`src/rtl/controlador_display_7seg_pkg.sv`:
```
// Shared types and constants for the 4-digit multiplexed 7-segment scan controller.
// Segment patterns are active-low, ordered {g,f,e,d,c,b,a}.
package pkg_7seg;

    typedef enum logic [1:0] {IDLE, SHOW, BLANK} estado_t;

    localparam int         N_DIGITOS   = 4;
    localparam logic [6:0] SEG_APAGADO = 7'h7F;

    localparam logic [6:0] TABLA_HEX [16] = '{
        7'h40, 7'h79, 7'h24, 7'h30, 7'h19, 7'h12, 7'h02, 7'h78,
        7'h00, 7'h10, 7'h08, 7'h03, 7'h46, 7'h21, 7'h06, 7'h0E
    };

endpackage

```
`src/rtl/controlador_display_7seg_decodificador.sv`:
```
// Combinational hex-to-segment decoder; the controller registers its output.
module decodificador_hex_7seg
    import pkg_7seg::*;
(
    input  logic [3:0] i_nibble,
    output logic [6:0] o_seg
);

    assign o_seg = TABLA_HEX[i_nibble];

endmodule

```
`src/rtl/controlador_display_7seg.sv`:
```
// Scan controller for a 4-digit multiplexed 7-segment display with per-slot
// blanking, leading-zero suppression and frame-aligned commit of new values.
//
// state | meaning
// IDLE  | display disabled, anodes off, prescaler and digit held at 0
// SHOW  | anode of the current digit driven low
// BLANK | anodes off at slot end, segments held to avoid ghosting
module controlador_display_7seg
    import pkg_7seg::*;
#(
    parameter int CLK_HZ    = 10_000_000,
    parameter int SCAN_HZ   = 1_000,
    parameter int BLANK_CYC = 16
)(
    input  logic        clk_10MHz_i,
    input  logic        rst_i,
    input  logic        en_i,
    input  logic        we_i,
    input  logic [15:0] dato_i,
    input  logic [3:0]  punto_i,
    input  logic        blank_lz_i,
    output logic [3:0]  an_o,
    output logic [6:0]  seg_o,
    output logic        dp_o,
    output logic [1:0]  digito_o,
    output logic        busy_o
);

    localparam int            TICK     = CLK_HZ / SCAN_HZ;
    localparam int            PW       = $clog2(TICK);
    localparam logic [PW-1:0] FIN_SHOW = PW'(TICK - BLANK_CYC - 1);
    localparam logic [PW-1:0] FIN_SLOT = PW'(TICK - 1);
    localparam logic [PW-1:0] UNO      = PW'(1);

    estado_t       r_estado, w_estado_sig;
    logic [PW-1:0] r_presc, w_presc_sig;
    logic [1:0]    r_digito, w_digito_sig;
    logic [15:0]   r_sombra_dato, r_disp_dato, w_disp_dato_sig;
    logic [3:0]    r_sombra_punto, r_disp_punto, w_disp_punto_sig;
    logic          r_pendiente;
    logic          w_commit;
    logic [3:0]    w_nibble;
    logic [6:0]    w_seg_dec;
    logic          w_suprimir;
    logic [3:0]    w_an_sig;
    logic [6:0]    w_seg_sig;
    logic          w_dp_sig;

    always_comb begin
        w_estado_sig = r_estado;
        w_presc_sig  = r_presc;
        w_digito_sig = r_digito;
        w_commit     = 1'b0;
        if (!en_i) begin
            w_estado_sig = IDLE;
            w_presc_sig  = '0;
            w_digito_sig = '0;
        end else begin
            case (r_estado)
                IDLE: begin
                    w_estado_sig = SHOW;
                    w_presc_sig  = '0;
                    w_digito_sig = '0;
                    w_commit     = 1'b1;
                end
                SHOW: begin
                    w_presc_sig = r_presc + UNO;
                    if (r_presc == FIN_SHOW) w_estado_sig = BLANK;
                end
                BLANK: begin
                    if (r_presc == FIN_SLOT) begin
                        w_estado_sig = SHOW;
                        w_presc_sig  = '0;
                        w_digito_sig = r_digito + 2'd1;
                        w_commit     = (r_digito == 2'd3);
                    end else begin
                        w_presc_sig = r_presc + UNO;
                    end
                end
                default: begin
                    w_estado_sig = IDLE;
                    w_presc_sig  = '0;
                    w_digito_sig = '0;
                end
            endcase
        end
    end

    // Outputs are computed from next-cycle state so they register on the same edge.
    assign w_disp_dato_sig  = w_commit ? r_sombra_dato  : r_disp_dato;
    assign w_disp_punto_sig = w_commit ? r_sombra_punto : r_disp_punto;

    always_comb begin
        w_nibble   = w_disp_dato_sig[3:0];
        w_suprimir = 1'b0;
        case (w_digito_sig)
            2'd3: begin
                w_nibble   = w_disp_dato_sig[15:12];
                w_suprimir = (w_disp_dato_sig[15:12] == 4'h0);
            end
            2'd2: begin
                w_nibble   = w_disp_dato_sig[11:8];
                w_suprimir = (w_disp_dato_sig[15:8] == 8'h00);
            end
            2'd1: begin
                w_nibble   = w_disp_dato_sig[7:4];
                w_suprimir = (w_disp_dato_sig[15:4] == 12'h000);
            end
            default: begin
                w_nibble   = w_disp_dato_sig[3:0];
                w_suprimir = 1'b0;
            end
        endcase
    end

    decodificador_hex_7seg u_decodificador (
        .i_nibble (w_nibble),
        .o_seg    (w_seg_dec)
    );

    always_comb begin
        w_an_sig  = 4'hF;
        w_seg_sig = SEG_APAGADO;
        w_dp_sig  = 1'b1;
        case (w_estado_sig)
            SHOW: begin
                w_an_sig  = ~(4'b0001 << w_digito_sig);
                w_seg_sig = (blank_lz_i && w_suprimir) ? SEG_APAGADO : w_seg_dec;
                w_dp_sig  = ~w_disp_punto_sig[w_digito_sig];
            end
            BLANK: begin
                w_seg_sig = seg_o;
                w_dp_sig  = ~w_disp_punto_sig[w_digito_sig];
            end
            default: ;
        endcase
    end

    always_ff @(posedge clk_10MHz_i or negedge rst_i) begin
        if (!rst_i) begin
            r_estado       <= IDLE;
            r_presc        <= '0;
            r_digito       <= '0;
            r_sombra_dato  <= '0;
            r_sombra_punto <= '0;
            r_disp_dato    <= '0;
            r_disp_punto   <= '0;
            r_pendiente    <= 1'b0;
            an_o           <= 4'hF;
            seg_o          <= SEG_APAGADO;
            dp_o           <= 1'b1;
        end else begin
            r_estado <= w_estado_sig;
            r_presc  <= w_presc_sig;
            r_digito <= w_digito_sig;
            if (w_commit) begin
                r_disp_dato  <= r_sombra_dato;
                r_disp_punto <= r_sombra_punto;
            end
            // A write on the commit edge lands in the shadow and stays pending.
            if (we_i) begin
                r_sombra_dato  <= dato_i;
                r_sombra_punto <= punto_i;
                r_pendiente    <= 1'b1;
            end else if (w_commit) begin
                r_pendiente <= 1'b0;
            end
            an_o  <= w_an_sig;
            seg_o <= w_seg_sig;
            dp_o  <= w_dp_sig;
        end
    end

    assign digito_o = r_digito;
    assign busy_o   = r_pendiente;

endmodule

```
`config.mk`:
```
export PLATFORM = sky130hd
export DESIGN_NAME = controlador_display_7seg
export DESIGN_NICKNAME = d
export VERILOG_FILES = /design/src/rtl/controlador_display_7seg_pkg.sv /design/src/rtl/controlador_display_7seg_decodificador.sv /design/src/rtl/controlador_display_7seg.sv
export SDC_FILE = /design/constraint.sdc
export NUM_CORES = 1
export LEC_CHECK = 0
export BUFFER_PORTS_ARGS = -buffer_cell sky130_fd_sc_hd__clkbuf_2
export CAP_MARGIN = 40
export CORE_MARGIN = 2
export CORE_UTILIZATION = 25
export DETAILED_ROUTE_END_ITERATION = 7
export SLEW_MARGIN = 20
export SYNTH_ARGS = -nofsm -noshare
export SYNTH_HDL_FRONTEND = slang
export SYNTH_SLANG_ARGS = --single-unit
```
`constraint.sdc`:
```
create_clock -name clk_10MHz_i -period 8.06 [get_ports clk_10MHz_i]
set_input_delay 1.612 -clock clk_10MHz_i [delete_from_list [all_inputs] [get_ports clk_10MHz_i]]
set_output_delay 1.612 -clock clk_10MHz_i [all_outputs]
set_load 0.005 [all_outputs]
```
After elaboration in Yosys (flattened, before gate mapping)

Memory sizes are Yosys's and may differ from the RTL's.
Index checks and enable logic that the tools add are counted.

Flip-flop bits (word level): 71
Memory bits (read-only): 112
Output and inout bits: 15
Word-level logic and storage cells: 64
Memories kept: 1

Memories:

| name             | depth | width | rd ports | clocked after Yosys merged registers in | wr ports | RTL line                                    | source |
|---|---|---|---|---|---|---|---|
| (name not given) | 16    | 7     | 1        | 0                                       | 0        | controlador_display_7seg_decodificador.sv:9 | `assign o_seg = TABLA_HEX[i_nibble];` |

Add/sub/neg operators: 2
Order comparisons: 2
Eq/ne operators: 10
Shift-type cells: 1
Mux-type cells: 27
Bitwise gates (word level): 3
Reduce and logical (&&, ||, !) cells: 7

Operators with widths:

| kind                                                        | count |
|---|---|
| equality test 14 bit (second input constant)                | 2 |
| two-way mux 14 bit                                          | 2 |
| case mux 14 bit (2 select lines)                            | 1 |
| two-way mux 7 bit                                           | 3 |
| two-way mux 16 bit                                          | 1 |
| adder 14 x 1 -> 14 bit (second input constant)              | 1 |
| case mux 7 bit (2 select lines)                             | 1 |
| logical NOT 12 bit                                          | 1 |
| case mux 4 bit (3 select lines)                             | 1 |
| equality test 2 bit (second input constant)                 | 5 |
| two-way mux 2 bit                                           | 5 |
| logical NOT 8 bit                                           | 1 |
| two-way mux 4 bit                                           | 2 |
| equality test 2 x 1 -> 1 bit (second input constant)        | 3 |
| two-way mux 1 bit                                           | 6 |
| case mux 2 bit (3 select lines)                             | 1 |
| >= comparator 5 bit (second input constant)                 | 1 |
| NOT 4 -> 5 bit                                              | 1 |
| logical NOT 4 bit                                           | 1 |
| NOT 4 bit                                                   | 1 |
| case mux 2 bit (2 select lines)                             | 1 |
| << shifter 1 x 2 -> 4 bit (first input constant)            | 1 |
| less-than comparator 2 x 3 -> 1 bit (second input constant) | 1 |
| case mux 1 bit (3 select lines)                             | 1 |
| 8 further kinds                                             | 8 |

Logic depth before layout (Yosys ltp)

Depth in word-level cells: 12
Gate-level depth with buffers: 15
Gate-level depth less buffers: 13

Cells and area by module

Synthesis repeated with hierarchy kept, for this count alone.

Cells, all modules: 308
Area total of the unflattened synthesis: 3572.2 µm²

Modules (own cells, without submodules):

| module                   | instances | cells an instance | area each (µm²) |
|---|---|---|---|
| controlador_display_7seg | 1         | 273               | 3324.4 |
| decodificador_hex_7seg   | 1         | 35                | 247.7 |

Worst setup path before layout

OpenSTA, ideal clock, no wires.

Path type: in2reg
Start: input port en_i
End: register seg_o[3]
Library setup time: 80 ps
Data arrival time: 3833 ps
Data required time: 7980 ps
Setup slack: 4147 ps
Cell stages on the path: 12
Path buffers: 1
Cell sequence: and2_1 clkbuf_1 nand3_1 o211ai_4 mux2_2 mux2_2 inv_1 ha_1 inv_1 mux4_1 inv_1 a2bb2oi_1

Cells in the longest elaborated chain, start to end: 9
Elaborated cells on any way between the ends: 21

Ends and longest elaborated chain:

| element                                                | RTL line                                    | source |
|---|---|---|
| from (decl)                                            | controlador_display_7seg.sv:17              | `input logic en_i,` |
| two-way mux 2 bit or two-way mux 1 bit (tied branches) | controlador_display_7seg.sv:54              | `if (!en_i) begin` |
| equality test 2 x 1 -> 1 bit (tied with other cells)   | controlador_display_7seg.sv:96              | `case (w_digito_sig)` |
| case mux 4 bit (3 select lines)                        | controlador_display_7seg.sv:96              |  |
| NOT 4 -> 5 bit (implied by the code)                   | controlador_display_7seg_decodificador.sv:9 |  |
| memory (16 x 7 bit)                                    | n/a                                         |  |
| two-way mux 7 bit (implied by the code) (2 in series)  | controlador_display_7seg_decodificador.sv:9 |  |
| two-way mux 7 bit                                      | controlador_display_7seg.sv:128             | `w_seg_sig = (blank_lz_i && w_suprimir) ? SEG_APAGADO : w_seg_dec;` |
| case mux 7 bit (2 select lines)                        | controlador_display_7seg.sv:125             | `case (w_estado_sig)` |
| to (signal assigned)                                   | controlador_display_7seg.sv:169             | `seg_o <= w_seg_sig;` |
| to (decl)                                              | controlador_display_7seg.sv:23              | `output logic [6:0] seg_o,` |

Several ways; a longest one is shown, not always the timed one. The select of a mux whose other input is x is not followed.
A chain may end at the register's enable or synchronous reset.

Worst setup path in the final report

Start: input port en_i
End: register seg_o[0]

Cells in the longest elaborated chain, start to end: 9
Elaborated cells on any way between the ends: 21

Ends and longest elaborated chain:

| element                                               | RTL line                                    | source |
|---|---|---|
| two-way mux 1 bit (*)                                 | controlador_display_7seg.sv:54              |  |
| two-way mux 16 bit (*)                                | n/a                                         |  |
| via w_disp_dato_sig[12]                               | controlador_display_7seg.sv:38              | `logic [15:0] r_sombra_dato, r_disp_dato, w_disp_dato_sig;` |
| case mux 4 bit (3 select lines)                       | controlador_display_7seg.sv:96              |  |
| NOT 4 -> 5 bit (implied by the code)                  | controlador_display_7seg_decodificador.sv:9 |  |
| memory (16 x 7 bit)                                   | n/a                                         |  |
| two-way mux 7 bit (implied by the code) (2 in series) | controlador_display_7seg_decodificador.sv:9 |  |
| two-way mux 7 bit (*)                                 | controlador_display_7seg.sv:128             |  |
| case mux 7 bit (2 select lines) (*)                   | controlador_display_7seg.sv:125             |  |

Mark *: on every way through the listed nets, which the timed path passes. The rest lies on a longest branch. The select of a mux whose other input is x is not followed.

==> results_dict.tcl <==
set metrics [dict create \
    cts_hold_buf 0 \
    fin_skew_ps 5.79 \
    ys_ff_latch 71 \
    ios 40 \
    routed_wl_mm 8.17 \
    rsz0062_at_grt "no" \
    overflow 0 \
    track_usage_pct 10.8 \
    initial_utilization_pct 25.8 \
    cts.sinks 71 \
    min_from "r_presc[0]$_DFF_PN0_" \
    cts_tree "yes" \
    cts_buffer_depth 2 \
    maxCapViolCount 0 \
    worst_pin_slew_ps 655 \
    r2r_end "seg_o[0]$_DFFE_PN1P_" \
    finalCritPeriodShare_pct 52.2 \
    yosys_warnings 0 \
    first_pass_iters 4 \
    critPathMaxFanout 23 \
    die-width_um 127 \
    wl_per_cell_um 14.7 \
    powerDensity_nw_per_um2 224 \
    root_buffer "clkbuf_16" \
    antenna_found_initial 0 \
    die-area_um2 16100 \
    worstSetupStartpointType "input port" \
    grt_pass1_wl_mm 13.6 \
    synthArstFlopShare_pct 100 \
    swShare_pct 26.7 \
    synth_area_um2 3780 \
    dp_hpwl_mm 6.03 \
    syn-num-nets 361 \
    setup_viol 0 \
    hold_path_end "r_presc[0]$_DFF_PN0_" \
    clk_pin_slew_ps 60 \
    drt_iter0_drc 137 \
    n_antenna_cell 0 \
    die_h_um 127 \
    synth.avg_cell_area_um2 11.7 \
    numCtsBuffers 9 \
    vdd.ir_drop.worst_v 0.000101 \
    r2r_start "r_presc[0]$_DFF_PN0_" \
    synth.distinct_cells 54 \
    cts_setup_buffers 0 \
    drc_errors 0 \
    grt_pass1_vias 2643 \
    final_nets 404 \
    p_switching_mw 0.268 \
    vias 2530 \
    fin_ws_ps 3850 \
    final_cell_mix "dfrtp_1, mux2_2, clkbuf_2, inv_1, nor2_1" \
    core_um2 14600 \
    p_int_mw 0.735 \
    netlist.area_leader.share_pct 39.0 \
    grtUsageMet1_pct 13.5 \
    hold_path_depth 1 \
    multi_input_area_um2 1820 \
    p_leak_nw 1.94 \
    yosys.area.top_type "dfrtp_1" \
    p_seq_share_pct 42.5 \
    use_met3_pct 3.39 \
    setup-tns-final_ps 0 \
    grt_util_met2_pct 17.9 \
    fillers 1510 \
    critPathCaptureType "flop" \
    timing_hold_violations_final 0 \
    grt.busiest_layer "met2" \
    ff_latch_area_um2 1790 \
    required_ps 8330 \
    gp_congestion 0.802 \
    syn2layout_area_growth_pct 18.3 \
    synth-edff-count 0 \
    r2r_setup_slack_ps 4250 \
    vias_per_cell 4.56 \
    clkPwrFrac_pct 40.1 \
    fp-row-count 44 \
    max_freq_ghz 0.238 \
    crit_type "input port to flop" \
    insertion_delay_ps 340 \
    grt_max_degree 41 \
    period_needed_ps 4210 \
    dpl_worst_slack_ps 3540 \
    share_comb_of_total_power_pct 17.4 \
    post_cts_resized 0 \
    drive_above_1_share_pct 33.4 \
    synth.area.top_cells "dfrtp_1, mux2_2, dfstp_2" \
    syn_inst 323 \
    relSlewSlack_pct 55.5 \
    rr_worst_depth 13 \
    io_buffers 39 \
    arrival_ps 4480 \
    antenna_left 0 \
    synth_flop_cell "dfrtp_1" \
    layout_commonest_cell "dfrtp_1" \
    htreeDepth 3 \
    hp-class "flop to flop" \
    status "completed" \
    maxSlewViolCount 0 \
    ys_seq_area_share_pct 47.4 \
]
## worst max path at each step
| stage | from | end | slack (ps) | cells after the start |
|---|---|---|---|---|
| after floorplan | en_i | seg_o[3]$_DFFE_PN1P_ | 4150 | 12 |
| after global placement | en_i | seg_o[3]$_DFFE_PN1P_ | 3670 | 12 |
| after detailed placement | en_i | seg_o[3]$_DFFE_PN1P_ | 3540 | 9 |
| after CTS | en_i | seg_o[0]$_DFFE_PN1P_ | 3900 | 12 |
| after global routing | en_i | seg_o[3]$_DFFE_PN1P_ | 3620 | 9 |
| final | en_i | seg_o[0]$_DFFE_PN1P_ | 3850 | 12 |
## sequential cells by signal, indices dropped and copies added (netlist names)
signal,flops
r_disp_dato,16
r_sombra_dato,16
r_presc,14
seg_o,7
an_o,4
r_disp_punto,4
r_sombra_punto,4
digito_o,2
r_estado,2
busy_o,1
dp_o,1
## synthesized netlist by cell type, types with 5 or more instances
| library cell | number |
|---|---|
| nor2_1 | 24 |
| and3_1 | 5 |
| o211a_1 | 5 |
| a22oi_1 | 6 |
| mux2_2 | 42 |
| mux2i_1 | 11 |
| inv_1 | 26 |
| nand3_1 | 12 |
| dfstp_2 | 12 |
| dfrtp_1 | 59 |
| a21oi_1 | 5 |
| nand2_1 | 18 |
| nand3b_1 | 5 |
| buf_6 | 5 |
| xor2_1 | 8 |
| xnor2_1 | 8 |
| ha_1 | 13 |
## per-layer routing
metal | wire (um) | vias to the layer above
li1 | - | 1230
met1 | 3750 | 1246
met2 | 4050 | 43
met3 | 255 | 11
met4 | 118 | 0
met5 | 0 | -
## logic make-up (layout without fill, tap and decap cells)
family / Yosys count / count (layout) / synth area share, %
simple gates: 88 / 88 / 13.0
mux: 56 / 56 / 17.1
buf+inv: 36 / 84 / 4.60
flops: 71 / 71 / 47.4
fa+ha+maj: 13 / 13 / 4.30
xor+xnor: 16 / 16 / 3.71
compound gates: 43 / 43 / 9.99
## power groups by stage
stage / Sequential (mW) / Clock [mW] / Combinational [mW]
3_3_place_gp: 0.432 / 0 / 0.170
2_1_floorplan: 0.423 / 0 / 0.129
3_5_place_dp: 0.432 / 0 / 0.176
4_1_cts: 0.427 / 0.413 / 0.177
5_1_grt: 0.432 / 0.430 / 0.196
6_report: 0.426 / 0.402 / 0.175
## layout make-up
type / instances / share of cell area (%)
multi-input cells: 216 / 40.6
flip-flops and latches: 71 / 40.0
clock buffers: 10 / 5.34
repair buffers: 42 / 5.14
well taps: 184 / 5.14
inverters: 26 / 2.18
clock inverters: 6 / 1.57
## metrics by stage
stage / total power, mW / util [%] / instance area (um^2) / hold slack [ps] / instances
after floorplan: 0.553 / - / 3780 / 433 / 323
after global placement: 0.602 / 28.3 / 4150 / 452 / 538
after detailed placement: 0.608 / 28.5 / 4170 / 456 / 539
after CTS: 1.02 / 30.6 / 4480 / 464 / 555
after global routing: 1.06 / 30.6 / 4480 / 487 / 555
final: 1.00 / 30.6 / 4480 / 463 / 555
## critical path, stage by stage
cell and delay (ps):
clkbuf_2 150, o211ai_1 150, o21bai_4 570, mux2_2 430, mux2_2 260, mux2_2 310, inv_1 140, ha_1 240
nor3_1 80, a311oi_1 300, nor2_1 80, a21oi_1 150
Note: power is estimated with default switching activity, not from simulation.
